## src/rtl/sprite_gpu_pkg.sv

```systemverilog
// Shared sprite GPU definitions: bus widths, default colour key and the
// pixel-fetch state encoding.
package sprite_gpu_pkg;

    localparam int unsigned ADDR_W      = 23;
    localparam int unsigned COORD_W     = 11;
    localparam int unsigned DEF_COLOR_W = 16;

    localparam logic [DEF_COLOR_W-1:0] DEF_TRANSPARENT = 16'hF81F;

    localparam logic [2:0] FS_IDLE  = 3'd0;
    localparam logic [2:0] FS_REQ   = 3'd1;
    localparam logic [2:0] FS_WAIT  = 3'd2;
    localparam logic [2:0] FS_CHECK = 3'd3;
    localparam logic [2:0] FS_EMIT  = 3'd4;

    typedef enum logic [2:0] {
        ST_IDLE  = FS_IDLE,
        ST_REQ   = FS_REQ,
        ST_WAIT  = FS_WAIT,
        ST_CHECK = FS_CHECK,
        ST_EMIT  = FS_EMIT
    } fetch_state_t;

    // Index width for a vector of n entries; never narrower than one bit.
    function automatic int unsigned idx_width(input int unsigned n);
        return (n > 1) ? $clog2(n) : 1;
    endfunction

endpackage

```

## src/rtl/sprite_priority_enc.sv

```systemverilog
// Combinational lowest-set-bit encoder: index of the lowest set bit of
// i_vec plus an any-bit-set flag.
module sprite_priority_enc
    import sprite_gpu_pkg::*;
#(
    parameter int unsigned WIDTH = 8,
    localparam int unsigned IDX_W = idx_width(WIDTH)
) (
    input  logic [WIDTH-1:0] i_vec,
    output logic [IDX_W-1:0] o_idx_c,
    output logic             o_any_c
);

    // Scan downwards so the lowest set bit is the one that sticks.
    always_comb begin
        o_idx_c = '0;
        o_any_c = |i_vec;
        for (int i = WIDTH - 1; i >= 0; i--) begin
            if (i_vec[i]) begin
                o_idx_c = IDX_W'(i);
            end
        end
    end

endmodule

```

## src/rtl/sprite_pixel_fetch.sv

```systemverilog
// Per-pixel sprite colour fetch: picks the lowest-index live sprite, reads its
// colour, applies the transparency key. Build option: SPRITE_FALLTHROUGH_EN.
module sprite_pixel_fetch
    import sprite_gpu_pkg::*;
#(
    parameter int unsigned        NUM_SPRITES = 8,
    parameter int unsigned        COLOR_W     = DEF_COLOR_W,
    parameter logic [COLOR_W-1:0] TRANSPARENT = COLOR_W'(DEF_TRANSPARENT)
) (
    input  logic                          Clk,
    input  logic                          Reset,
    input  logic                          PixelValid,
    output logic                          Ready,
    input  logic signed [COORD_W-1:0]     CurrentX,
    input  logic signed [COORD_W-1:0]     CurrentY,
    input  logic [COLOR_W-1:0]            BgColour,
    input  logic [NUM_SPRITES-1:0]        SpriteInRange,
    input  logic [ADDR_W*NUM_SPRITES-1:0] SpriteAddr,
    output logic                          MemReq,
    output logic [ADDR_W-1:0]             MemAddr,
    input  logic                          MemAck,
    input  logic                          MemDataValid,
    input  logic [COLOR_W-1:0]            MemData,
    output logic [COLOR_W-1:0]            PixelOut,
    output logic                          PixelOutValid,
    output logic                          PixelIsSprite,
    output logic signed [COORD_W-1:0]     OutX,
    output logic signed [COORD_W-1:0]     OutY,
    output logic                          Overrun
);

    localparam int unsigned IDX_W = idx_width(NUM_SPRITES);

    fetch_state_t               r_state;
    logic                       r_ready;
    logic                       r_mem_req;
    logic [ADDR_W-1:0]          r_mem_addr;
    logic [COLOR_W-1:0]         r_pix_out;
    logic                       r_out_valid;
    logic                       r_out_sprite;
    logic signed [COORD_W-1:0]  r_out_x;
    logic signed [COORD_W-1:0]  r_out_y;
    logic                       r_overrun;

    logic signed [COORD_W-1:0]  r_x;
    logic signed [COORD_W-1:0]  r_y;
    logic [COLOR_W-1:0]         r_bg;
    logic [NUM_SPRITES-1:0]     r_mask;
    logic [ADDR_W-1:0]          r_addr [NUM_SPRITES];
    logic [IDX_W-1:0]           r_idx;
    logic [COLOR_W-1:0]         r_data;
    logic [COLOR_W-1:0]         r_colour;
    logic                       r_is_sprite;

    logic [ADDR_W-1:0]          w_addr_in [NUM_SPRITES];
    logic [NUM_SPRITES-1:0]     w_cand;
    logic [NUM_SPRITES-1:0]     w_mask_rest;
    logic [NUM_SPRITES-1:0]     w_enc_in;
    logic [IDX_W-1:0]           w_sel_idx;
    logic                       w_sel_any;

    // A sprite with a null address can never supply a pixel.
    for (genvar g = 0; g < NUM_SPRITES; g++) begin : g_cand
        assign w_addr_in[g] = SpriteAddr[ADDR_W*g +: ADDR_W];
        assign w_cand[g]    = SpriteInRange[g] && (w_addr_in[g] != '0);
    end

    assign w_mask_rest = r_mask & ~(NUM_SPRITES'(1) << r_idx);
    assign w_enc_in    = (r_state == ST_IDLE) ? w_cand : w_mask_rest;

    sprite_priority_enc #(
        .WIDTH (NUM_SPRITES)
    ) u_prio (
        .i_vec   (w_enc_in),
        .o_idx_c (w_sel_idx),
        .o_any_c (w_sel_any)
    );

    always_ff @(posedge Clk or posedge Reset) begin
        if (Reset) begin
            r_state      <= ST_IDLE;
            r_ready      <= 1'b1;
            r_mem_req    <= 1'b0;
            r_mem_addr   <= '0;
            r_pix_out    <= '0;
            r_out_valid  <= 1'b0;
            r_out_sprite <= 1'b0;
            r_out_x      <= '0;
            r_out_y      <= '0;
            r_overrun    <= 1'b0;
            r_x          <= '0;
            r_y          <= '0;
            r_bg         <= '0;
            r_mask       <= '0;
            for (int i = 0; i < NUM_SPRITES; i++) begin
                r_addr[i] <= '0;
            end
            r_idx        <= '0;
            r_data       <= '0;
            r_colour     <= '0;
            r_is_sprite  <= 1'b0;
        end else begin
            r_out_valid <= 1'b0;
            if (PixelValid && !r_ready) begin
                r_overrun <= 1'b1;
            end
            case (r_state)
                ST_IDLE: begin
                    if (PixelValid) begin
                        r_x     <= CurrentX;
                        r_y     <= CurrentY;
                        r_bg    <= BgColour;
                        r_mask  <= w_cand;
                        r_addr  <= w_addr_in;
                        r_ready <= 1'b0;
                        if (w_sel_any) begin
                            r_idx      <= w_sel_idx;
                            r_mem_req  <= 1'b1;
                            r_mem_addr <= w_addr_in[w_sel_idx];
                            r_state    <= ST_REQ;
                        end else begin
                            r_colour    <= BgColour;
                            r_is_sprite <= 1'b0;
                            r_state     <= ST_EMIT;
                        end
                    end
                end
                ST_REQ: begin
                    if (MemAck) begin
                        r_mem_req <= 1'b0;
                        if (MemDataValid) begin
                            r_data  <= MemData;
                            r_state <= ST_CHECK;
                        end else begin
                            r_state <= ST_WAIT;
                        end
                    end
                end
                ST_WAIT: begin
                    if (MemDataValid) begin
                        r_data  <= MemData;
                        r_state <= ST_CHECK;
                    end
                end
                ST_CHECK: begin
                    if (r_data != TRANSPARENT) begin
                        r_colour    <= r_data;
                        r_is_sprite <= 1'b1;
                        r_state     <= ST_EMIT;
                    end else begin
`ifdef SPRITE_FALLTHROUGH_EN
                        // Transparent: retire this sprite and try the next live one.
                        r_mask <= w_mask_rest;
                        if (w_sel_any) begin
                            r_idx      <= w_sel_idx;
                            r_mem_req  <= 1'b1;
                            r_mem_addr <= r_addr[w_sel_idx];
                            r_state    <= ST_REQ;
                        end else begin
                            r_colour    <= r_bg;
                            r_is_sprite <= 1'b0;
                            r_state     <= ST_EMIT;
                        end
`else
                        r_colour    <= r_bg;
                        r_is_sprite <= 1'b0;
                        r_state     <= ST_EMIT;
`endif
                    end
                end
                ST_EMIT: begin
                    r_out_valid  <= 1'b1;
                    r_pix_out    <= r_colour;
                    r_out_sprite <= r_is_sprite;
                    r_out_x      <= r_x;
                    r_out_y      <= r_y;
                    r_ready      <= 1'b1;
                    r_state      <= ST_IDLE;
                end
                default: begin
                    r_mem_req <= 1'b0;
                    r_ready   <= 1'b1;
                    r_state   <= ST_IDLE;
                end
            endcase
        end
    end

    assign Ready         = r_ready;
    assign MemReq        = r_mem_req;
    assign MemAddr       = r_mem_addr;
    assign PixelOut      = r_pix_out;
    assign PixelOutValid = r_out_valid;
    assign PixelIsSprite = r_out_sprite;
    assign OutX          = r_out_x;
    assign OutY          = r_out_y;
    assign Overrun       = r_overrun;

endmodule

```

## config.mk

```make
export PLATFORM = sky130hd
export DESIGN_NAME = sprite_pixel_fetch
export DESIGN_NICKNAME = d
export VERILOG_FILES = /design/src/rtl/sprite_gpu_pkg.sv /design/src/rtl/sprite_priority_enc.sv /design/src/rtl/sprite_pixel_fetch.sv
export SDC_FILE = /design/constraint.sdc
export NUM_CORES = 1
export LEC_CHECK = 0
export CAP_MARGIN = 20
export CORE_MARGIN = 2
export CORE_UTILIZATION = 45
export CTS_BUF_LIST = sky130_fd_sc_hd__clkbuf_16
export DETAILED_ROUTE_END_ITERATION = 12
export GPL_TIMING_DRIVEN = 0
export PLACE_DENSITY = 0.81
export SYNTH_ARGS = -nofsm -noshare
export SYNTH_HDL_FRONTEND = slang
export SYNTH_SLANG_ARGS = --single-unit
```

## constraint.sdc

```tcl
create_clock -name Clk -period 6.4 [get_ports Clk]
set_input_delay 1.6 -clock Clk [delete_from_list [all_inputs] [get_ports Clk]]
set_output_delay 1.6 -clock Clk [all_outputs]
set_load 0.1 [all_outputs]
```

==> metrics.cfg, run 1 <==
[status]
status=finished, final reports clean

[floorplan]
start_util_pct=45.9
die_h_um=142
core_area_um2=18700
die_width_um=142
top_level_ports=317
rows=50
die-area_um2=20200

[cts]
cts_hold_buf=0
cts_tree=yes
clk_latency_ps=430
numClockSinks=151
cts_max_level=4
cts_made_buffers=17
root_buffer=clkbuf_16
post-cts-setup-buffers=0
clk_pin_slew_worst_paths_ps=70
cts_max_path_buffers=2
cts_resized=0

[logic_synthesis]
ys_seq_area_share_pct=44.0
netlist_area_um2=8590
synth_top_cell_by_area=dfrtp_1
syn-num-nets=1132
synth-edff-count=0
async_reset_ff_share_pct=100
syn_area_per_cell_um2=9.75
ys_types=51
synth_ff_type=dfrtp_1
synth_area_leaders=dfrtp_1 44%, mux2_2 13%, nand2_1 8.0%
netlist_top_cells_count=184 x nand2_1, 150 x dfrtp_1, 99 x mux2_2, 61 x mux2i_1, 47 x o21ai_0
synth_top_area_share_pct=43.7
syn-instance-count=881
yosysWarnings=0
synth.most_common_cell=nand2_1
synth-seq-cells=151

[worst_hold_path]
hp-start=r_x[3]$_DFFE_PP0P_
hold_class=reg -> reg
hold_depth=2
hold_end=r_x[3]$_DFFE_PP0P_

[place]
gp_congestion=0.987
port_buffers=316
dp_hpwl_um=26600

[cells_and_area]
finish.utilization_pct=67.7
nNetsFinal=1468
layout-drive-gt1-share_pct=13.6
syn_to_final_growth_pct=47.5

[detailed_routing]
ant_nets=0
vias_per_cell=5.78
vias=8506
drc=0
firstDrtPassIters=5
drt-total-wl_um=33400
wl_per_cell_um=22.7
first_iter_violations=777

[power]
p_leak_uw=0.00531
power_uw=7430
ir_drop_mv=0.343
p_per_area_nw_per_um2=587

[sta]
setup_violations=0
rsz0062_at_grt=false
hold_viol=0
fin_crit_ps=4650
slew_viol_final=0
maxSlewHeadroom_pct=26.3
fmaxAchievable_ghz=0.215
finalClockSkew_ps=7.73
worst_pin_slew_ps=1100
layout_worst_path_cycle_share_pct=72.7

[setup_path]
reg2reg_depth=9
worstSetupPathType=in -> reg
rrSetupSlack_ps=2870
critPathRequiredTime_ps=6760
crit_fanout=10
critPathArrivalTime_ps=5010
cp-end-kind=flop
r2r-start=r_state[2]$_DFFE_PP0P_
regToRegEndpoint=MemAddr[12]$_DFFE_PP0P_
startpoint_type=primary input

[flow_run]
maxCapViolCount=0

[grt]
grt-ovfl-total=0
grt_max_degree=81
antenna_found_initial=7
gr-usage-all-layers_pct=33.0
grt_pass1_vias=8592
grt_pass1_wl_um=50100

==> per-stage QoR <==
stage	hold slack [ps]	instance area, um2	TNS [ps]	setup slack (ps)	instances
floorplan	440	8590	0	737	881
global route	487	12700	0	1480	1471
detailed placement	452	12100	0	1400	1432
CTS	474	12600	0	1830	1464
finish	470	12700	0	1750	1471
global placement	442	12000	-188700	-1260	1431
==> layer usage <==
| layer | track usage (%) | wire, um | up-vias |
|---|---|---|---|
| li1 | - | - | 3885 |
| met1 | 42.0 | 13300 | 4081 |
| met2 | 54.2 | 15800 | 456 |
| met3 | 7.03 | 2950 | 84 |
| met4 | 15.1 | 1320 | 0 |
| met5 | 0 | 0 | - |
==> flip-flops by register name, indices dropped and copies added (netlist names), 3 cells and up <==
register / count
r_mask: 8
r_colour: 16
r_state: 3
MemAddr: 23
r_x: 11
PixelOut: 16
r_idx: 3
r_data: 16
OutX: 11
r_y: 11
OutY: 11
r_bg: 16
==> how the worst max path moves through the flow <==
stage                               to  slack (ps)            from  depth (start not counted)
3_3_place_gp   PixelOut[4]$_DFFE_PP0P_       -1260           Reset                          2
4_1_cts        MemAddr[14]$_DFFE_PP0P_        1830  SpriteAddr[61]                         10
6_report       MemAddr[18]$_DFFE_PP0P_        1750  SpriteAddr[62]                         10
2_1_floorplan   MemAddr[0]$_DFFE_PP0P_         740           Reset                          1
5_1_grt        MemAddr[14]$_DFFE_PP0P_        1480  SpriteAddr[86]                         10
3_5_place_dp   MemAddr[14]$_DFFE_PP0P_        1400  SpriteAddr[61]                         10
==> cell usage in the layout (no fill, tap or decap), drive strengths merged, types with 3 or more instances in the layout <==
cell	Yosys	routed
mux2	126	126
a21oi	38	38
nand3	29	29
clkbuf	29	46
nand2b	3	3
nand3b	5	5
inv	6	12
nor3	12	12
a31oi	6	6
buf	27	28
a21o	3	3
nand2	184	184
nand4	9	9
nor4	42	42
diode	0	7
clkdlybuf4s50	0	316
nor2	29	29
o21ai	51	51
nor3b	4	4
mux2i	61	61
o221ai	3	3
a22oi	37	37
dfrtp	150	150
clkinv	0	6
and2	3	3
==> critical path, stage by stage <==
cell and delay (ps):
clkdlybuf4s50_1 450, nor4_1 390, nand4_1 150, o21ai_0 610
a31oi_1 290, nor3_1 350, nor3b_1 590, buf_2 360
a22oi_1 110, nand3_1 110
==> cells by family (layout without fill, tap and decap cells) <==
logic type             after synthesis  count (layout)  synth area share [%]
multiplexers                       187             187                  23.6
flip-flops                         151             151                  44.0
buffers and inverters               62             411                  3.51
AO/OA/AOI/OAI                      153             153                  11.2
AND/OR/NAND/NOR                    328             328                  17.7
other                                0               7                     0
==> layout make-up <==
type | count | area (um2)
Multi-Input combinational cell | 668 | 4500
Antenna cell | 7 | 17.5
Tap cell | 234 | 293
Buffer | 56 | 279
Clock inverter | 15 | 146
Timing Repair Buffer | 317 | 3190
Clock buffer | 17 | 425
Inverter | 6 | 27.5
Sequential cell | 151 | 3780
Fill cell | 1438 | 6040
==> where the power goes <==
part	internal (uW)	switching (uW)
clock network	545	436
logic	1670	3100
registers	1400	269
total	3620	3810
Power figures use the tool's default switching activity.
==> inputs of run 2 (changes only) <==
==> constraint.sdc (replaced) <==
create_clock -name Clk -period 4.3 [get_ports Clk]
set_input_delay 1.075 -clock Clk [delete_from_list [all_inputs] [get_ports Clk]]
set_output_delay 1.075 -clock Clk [all_outputs]
set_load 0.1 [all_outputs]
==> run 2 against run 1 <==
Global-route usage fell by 0.073 points. Core utilization increased by 0.47 points. Setup slack worse by 1600 ps. Sequential cell count stayed put. Cell count increased by 0.14%. Register-to-register slack got worse by 2100 ps. Die area is the same. Critical endpoint is now MemAddr[14]$_DFFE_PP0P_.
==> metrics.cfg, run 2 (synthesis results as in run 1) <==
[sta]
setup_violations=0  ; unchanged
rsz0062_at_grt=false
fmaxAchievable_ghz=0.243
fin_hold_ws_ps=471  ; +0.520 ps
slew_viol_final=0  ; unchanged
layout_worst_path_cycle_share_pct=95.8
hold_viol=0  ; unchanged
finalClockSkew_ps=5.92  ; -1.81 ps
maxSlewHeadroom_pct=26.8  ; +0.51 points
worst_pin_slew_ps=1090  ; -2.62 ps
finalSetupTns_ps=0  ; unchanged
fin_crit_ps=4120

[setup_path]
r2r-start=r_state[2]$_DFFE_PP0P_
critPathArrivalTime_ps=4480  ; -530 ps
reg2reg_depth=9  ; unchanged
crit_fanout=10  ; unchanged
critical_path_buf_inv_count=2  ; unchanged
rrSetupSlack_ps=730  ; -2140 ps
critPathRequiredTime_ps=4660  ; -2100 ps
startpoint_type=primary input
path_cells=clkdlybuf4s50_1 -> nor4_1 -> nand4_1 -> o21ai_0 -> a31oi_1 -> nor3_1 -> nor3b_1 -> buf_2 -> a22oi_1 -> nand3_1
cpPeakStageDelay_ps=640  ; +30 ps
worstSetupPathType=in -> reg
path_delay_family=simple AND/OR/NAND/NOR gates
cp-end-kind=flop
regToRegEndpoint=MemAddr[12]$_DFFE_PP0P_
critical_path.slowest_cell=o21ai_0

[cells_and_area]
multi_input_area_um2=4500  ; unchanged
final_common_cell=clkdlybuf4s50_1
nNetsFinal=1471  ; +0.20%
finish.utilization_pct=68.2  ; +0.47 points
layout-drive-gt1-share_pct=13.8  ; +0.21 points
seq_area_um2=3780  ; unchanged
fillerInstances=1483  ; +3.1%
final_cell_mix=316 x clkdlybuf4s50_1, 184 x nand2_1, 150 x dfrtp_1
largest_reg_flops=23  ; unchanged
syn_to_final_growth_pct=48.5

[power]
p_leak_uw=0.00535  ; +0.80%
ir_drop_mv=0.401  ; +17%
p_per_area_nw_per_um2=871  ; +48%
power_uw=11100  ; +49%

[detailed_routing]
ant_nets=0  ; unchanged
drc=0  ; unchanged
vias_per_cell=5.75  ; -0.50%
drt-total-wl_um=33200  ; -0.41%
wl_per_cell_um=22.6  ; -0.55%
firstDrtPassIters=5  ; unchanged
vias=8475  ; -0.36%
first_iter_violations=772  ; -0.64%

[place]
port_buffers=316  ; unchanged
dp_hpwl_um=26700  ; +0.66%
gp_congestion=0.972  ; -1.5%

[cts]
root_buffer=clkbuf_16
cts_tree=yes
cts_made_buffers=17  ; unchanged
cts_max_path_buffers=2  ; unchanged
cts_hold_buf=0  ; unchanged
post-cts-setup-buffers=0  ; unchanged
cts_resized=0  ; unchanged
clk_pin_slew_worst_paths_ps=60  ; about the same
numClockSinks=151  ; unchanged
cts_max_level=4  ; unchanged
clk_latency_ps=430  ; about the same

[status]
status=finished, final reports clean

[worst_hold_path]
hold_class=reg -> reg
hold_end=r_x[7]$_DFFE_PP0P_
hold_depth=2  ; unchanged
hp-start=r_x[7]$_DFFE_PP0P_

[grt]
grt-ovfl-total=0  ; unchanged
grt_pass1_vias=8668  ; +0.88%
gr-usage-all-layers_pct=32.9  ; -0.073 points
grt_pass1_wl_um=49900  ; -0.36%
antenna_found_initial=5  ; -2
grt_max_degree=38  ; -53%

[floorplan]
top_level_ports=317  ; unchanged
core_area_um2=18700  ; unchanged
rows=50  ; unchanged
start_util_pct=45.9  ; unchanged
die-area_um2=20200  ; unchanged
die_width_um=142  ; unchanged
die_h_um=142  ; unchanged

[flow_run]
maxCapViolCount=0  ; unchanged

run 2: worst max path at each step:
stage	from	to	slack (ps)	depth (start not counted)
after detailed placement	SpriteAddr[57]	r_colour[8]$_DFFE_PP0P_	-70	10
final	SpriteAddr[57]	MemAddr[14]$_DFFE_PP0P_	180	10
after CTS	SpriteAddr[57]	r_colour[8]$_DFFE_PP0P_	330	10
after global placement	SpriteAddr[57]	MemAddr[13]$_DFFE_PP0P_	-10	10
after floorplan	SpriteAddr[86]	MemAddr[13]$_DFFE_PP0P_	1170	10
after global routing	SpriteAddr[57]	MemAddr[13]$_DFFE_PP0P_	0.8	10
run 2: area by class of cell:
type / instances / area share [%]
flip-flops and latches: 151 / 29.6
inverters: 6 / 0.206
clock buffers: 17 / 3.34
diodes: 6 / 0.118
repair buffers: 320 / 25.4
plain buffers: 56 / 2.19
multi-input cells: 668 / 35.3
well taps: 234 / 2.30
clock inverters: 15 / 1.46
run 2: metal layers:
layer	share of wire, %	global-route usage, %	vias up
met5	0	0	-
li1	-	-	3896
met1	42	42.6	4083
met2	46	53.2	406
met4	4.8	16.5	0
met3	7.1	6.19	90
run 2: worst min-delay path, stage by stage (launching register included):
cell and delay [ps]:
dfrtp_1 340, nand2_1 50, nand2_1 50
run 2: report_power, final:
part           total [uW]  switching, uW  internal [uW]
Clock                1570            647            927
Combinational        7040           4550           2490
Sequential           2490            395           2090
run 2: metrics by stage:
stage	cells	setup slack, ps	cell area, um2
floorplan	881	1170	8590
global placement	1431	-13.1	12000
detailed placement	1435	-70.6	12100
CTS	1467	334	12700
global route	1473	0.760	12800
finish	1473	179	12800
==> inputs of run 3 (changes only) <==
--- a/config.mk
+++ b/config.mk
@@ -12,6 +12,7 @@
 export DETAILED_ROUTE_END_ITERATION = 12
 export GPL_TIMING_DRIVEN = 0
 export PLACE_DENSITY = 0.81
+export SLEW_MARGIN = 20
 export SYNTH_ARGS = -nofsm -noshare
 export SYNTH_HDL_FRONTEND = slang
 export SYNTH_SLANG_ARGS = --single-unit
==> run 3 against run 2 <==
First-iteration DRC count decreased by 15%. Non-clock buffer count unchanged. Register-to-register slack got worse by 120 ps. Count of clock-buffer cells in the layout unchanged. Routed wire length increased by 0.35%.
==> metrics.cfg, run 3 (synthesis results as in run 1) <==
[cts]
cts_hold_buf=0  ; unchanged
cts_resized=0  ; unchanged
cts_tree=yes
cts_made_buffers=17  ; unchanged
post-cts-setup-buffers=0  ; unchanged
clk_latency_ps=430  ; about the same
clk_pin_slew_worst_paths_ps=70  ; about the same
numClockSinks=151  ; unchanged
cts_max_path_buffers=2  ; unchanged
cts_max_level=4  ; unchanged
root_buffer=clkbuf_16

[setup_path]
path_cells=clkdlybuf4s50_1 -> nor4_1 -> nand4_1 -> o21ai_0 -> a31oi_1 -> nor3_1 -> nor3b_2 -> clkbuf_1 -> a22oi_1 -> nand3_1
crit_cells=10  ; unchanged
critical_path.slowest_cell=o21ai_0
critical_path_buf_inv_count=2  ; unchanged
critPathArrivalTime_ps=4410  ; -70 ps
reg2reg_depth=9  ; unchanged
regToRegEndpoint=MemAddr[12]$_DFFE_PP0P_
startpoint_type=primary input
worstSetupPathType=in -> reg
startpoint=SpriteAddr[58]
critPathRequiredTime_ps=4670  ; about the same
cpPeakStageDelay_ps=580  ; -60 ps
rrSetupSlack_ps=610  ; -120 ps
r2r-start=r_state[2]$_DFFE_PP0P_
cp-end-kind=flop
path_delay_family=simple AND/OR/NAND/NOR gates
crit_fanout=10  ; unchanged

[floorplan]
top_level_ports=317  ; unchanged
start_util_pct=45.9  ; unchanged
die_h_um=142  ; unchanged
die-area_um2=20200  ; unchanged
die_width_um=142  ; unchanged
rows=50  ; unchanged
core_area_um2=18700  ; unchanged

[flow_run]
maxCapViolCount=0  ; unchanged

[place]
gp_congestion=0.972  ; unchanged
port_buffers=316  ; unchanged
dp_hpwl_um=26800  ; +0.30%
dpl_cell_area_um2=12100  ; unchanged
post-place-ws_ps=-25.8  ; +44.8 ps

[grt]
grt_pass1_vias=8689  ; +0.24%
grt-ovfl-total=0  ; unchanged
grt_max_degree=36  ; -5.3%
grt_pass1_wl_um=49900  ; unchanged
gr-usage-all-layers_pct=33.0  ; +0.082 points
antenna_found_initial=6  ; +1

[sta]
maxSlewHeadroom_pct=26.7  ; -0.053 points
layout_worst_path_cycle_share_pct=94.0  ; -1.8 points
setup_violations=0  ; unchanged
finalSetupTns_ps=0  ; unchanged
finalClockSkew_ps=10.4  ; +4.44 ps
hold_viol=0  ; unchanged
worst_pin_slew_ps=1090  ; -4.16 ps
slew_viol_final=0  ; unchanged
fin_crit_ps=4040  ; -78.2 ps
fmaxAchievable_ghz=0.247  ; +1.9%
fin_hold_ws_ps=463  ; -7.72 ps
rsz0062_at_grt=false
worst_slack_ps=257  ; +78.2 ps

[detailed_routing]
wl_per_cell_um=22.6  ; +0.28%
first_iter_violations=658  ; -15%
firstDrtPassIters=5  ; unchanged
drt-total-wl_um=33300  ; +0.35%
vias_per_cell=5.77  ; +0.26%
ant_nets=0  ; unchanged
vias=8503  ; +0.33%
drc=0  ; unchanged

[cells_and_area]
multi_input_area_um2=4500  ; unchanged
final_common_cell=clkdlybuf4s50_1
fin_area_um2=12800  ; about the same
final_cell_mix=316 x clkdlybuf4s50_1, 184 x nand2_1, 150 x dfrtp_1
largest_reg_flops=23  ; unchanged
nNetsFinal=1471  ; unchanged
syn_to_final_growth_pct=48.6  ; about the same
fillerInstances=1479  ; -0.27%
seq_area_um2=3780  ; unchanged
layout-drive-gt1-share_pct=13.9  ; +0.081 points
finish.utilization_pct=68.2  ; about the same

[power]
p_per_area_nw_per_um2=869  ; -0.22%
ir_drop_mv=0.517  ; +29%
combinationalPowerShare_pct=63.6  ; +0.2 points
p_leak_uw=0.00535  ; about the same
pwr-share-clk_pct=14.0  ; -0.2 points
power.switching_uw=5620  ; +0.48%
power.internal_uw=5460  ; -0.83%
seqPwrFrac_pct=22.5  ; about the same
sw_frac_of_total_pct=50.7  ; +0.33 points

[worst_hold_path]
hold_depth=1  ; -1
hold_end=Overrun$_DFFE_PP0P_
hp-start=Overrun$_DFFE_PP0P_
hold_class=reg -> reg

[status]
status=finished, final reports clean

[run 3: cell type report]
type,instances,share of cell area (%)
Sequential cell,151,29.6
Antenna cell,7,0.137
Inverter,6,0.206
Timing Repair Buffer,320,25.4
Buffer,56,2.19
Clock buffer,17,3.33
Clock inverter,15,1.49
Tap cell,234,2.29
Multi-Input combinational cell,668,35.3
[run 3: through the flow]
stage / std cells / total power, uW
detailed placement: 1435 / 9450
global route: 1474 / 11600
global placement: 1431 / 9350
floorplan: 881 / 7560
finish: 1474 / 11100
CTS: 1467 / 11000
[run 3: power groups by stage]
stage	clock network [uW]	logic (uW)	registers [uW]
after floorplan	0	3180	4380
after global placement	0	6880	2470
after detailed placement	0	6950	2500
after CTS	1570	6990	2480
after global routing	1640	7380	2560
final	1550	7040	2490
[run 3: worst max path at each step]
stage / slack, ps / endpoint
global placement: -10 / MemAddr[13]$_DFFE_PP0P_
finish: 260 / MemAddr[18]$_DFFE_PP0P_
detailed placement: -30 / MemAddr[18]$_DFFE_PP0P_
CTS: 410 / MemAddr[18]$_DFFE_PP0P_
global route: 120 / MemAddr[1]$_DFFE_PP0P_
floorplan: 1170 / MemAddr[13]$_DFFE_PP0P_
[run 3: layer usage]
layer  vias to the layer above  wire [um]  GRT usage [%]
met2                       420      15800           54.1
met3                        83       2380           6.33
met5                         -          0              0
met1                      4106      13700           42.0
li1                       3894          -              -
met4                         0       1520           16.4
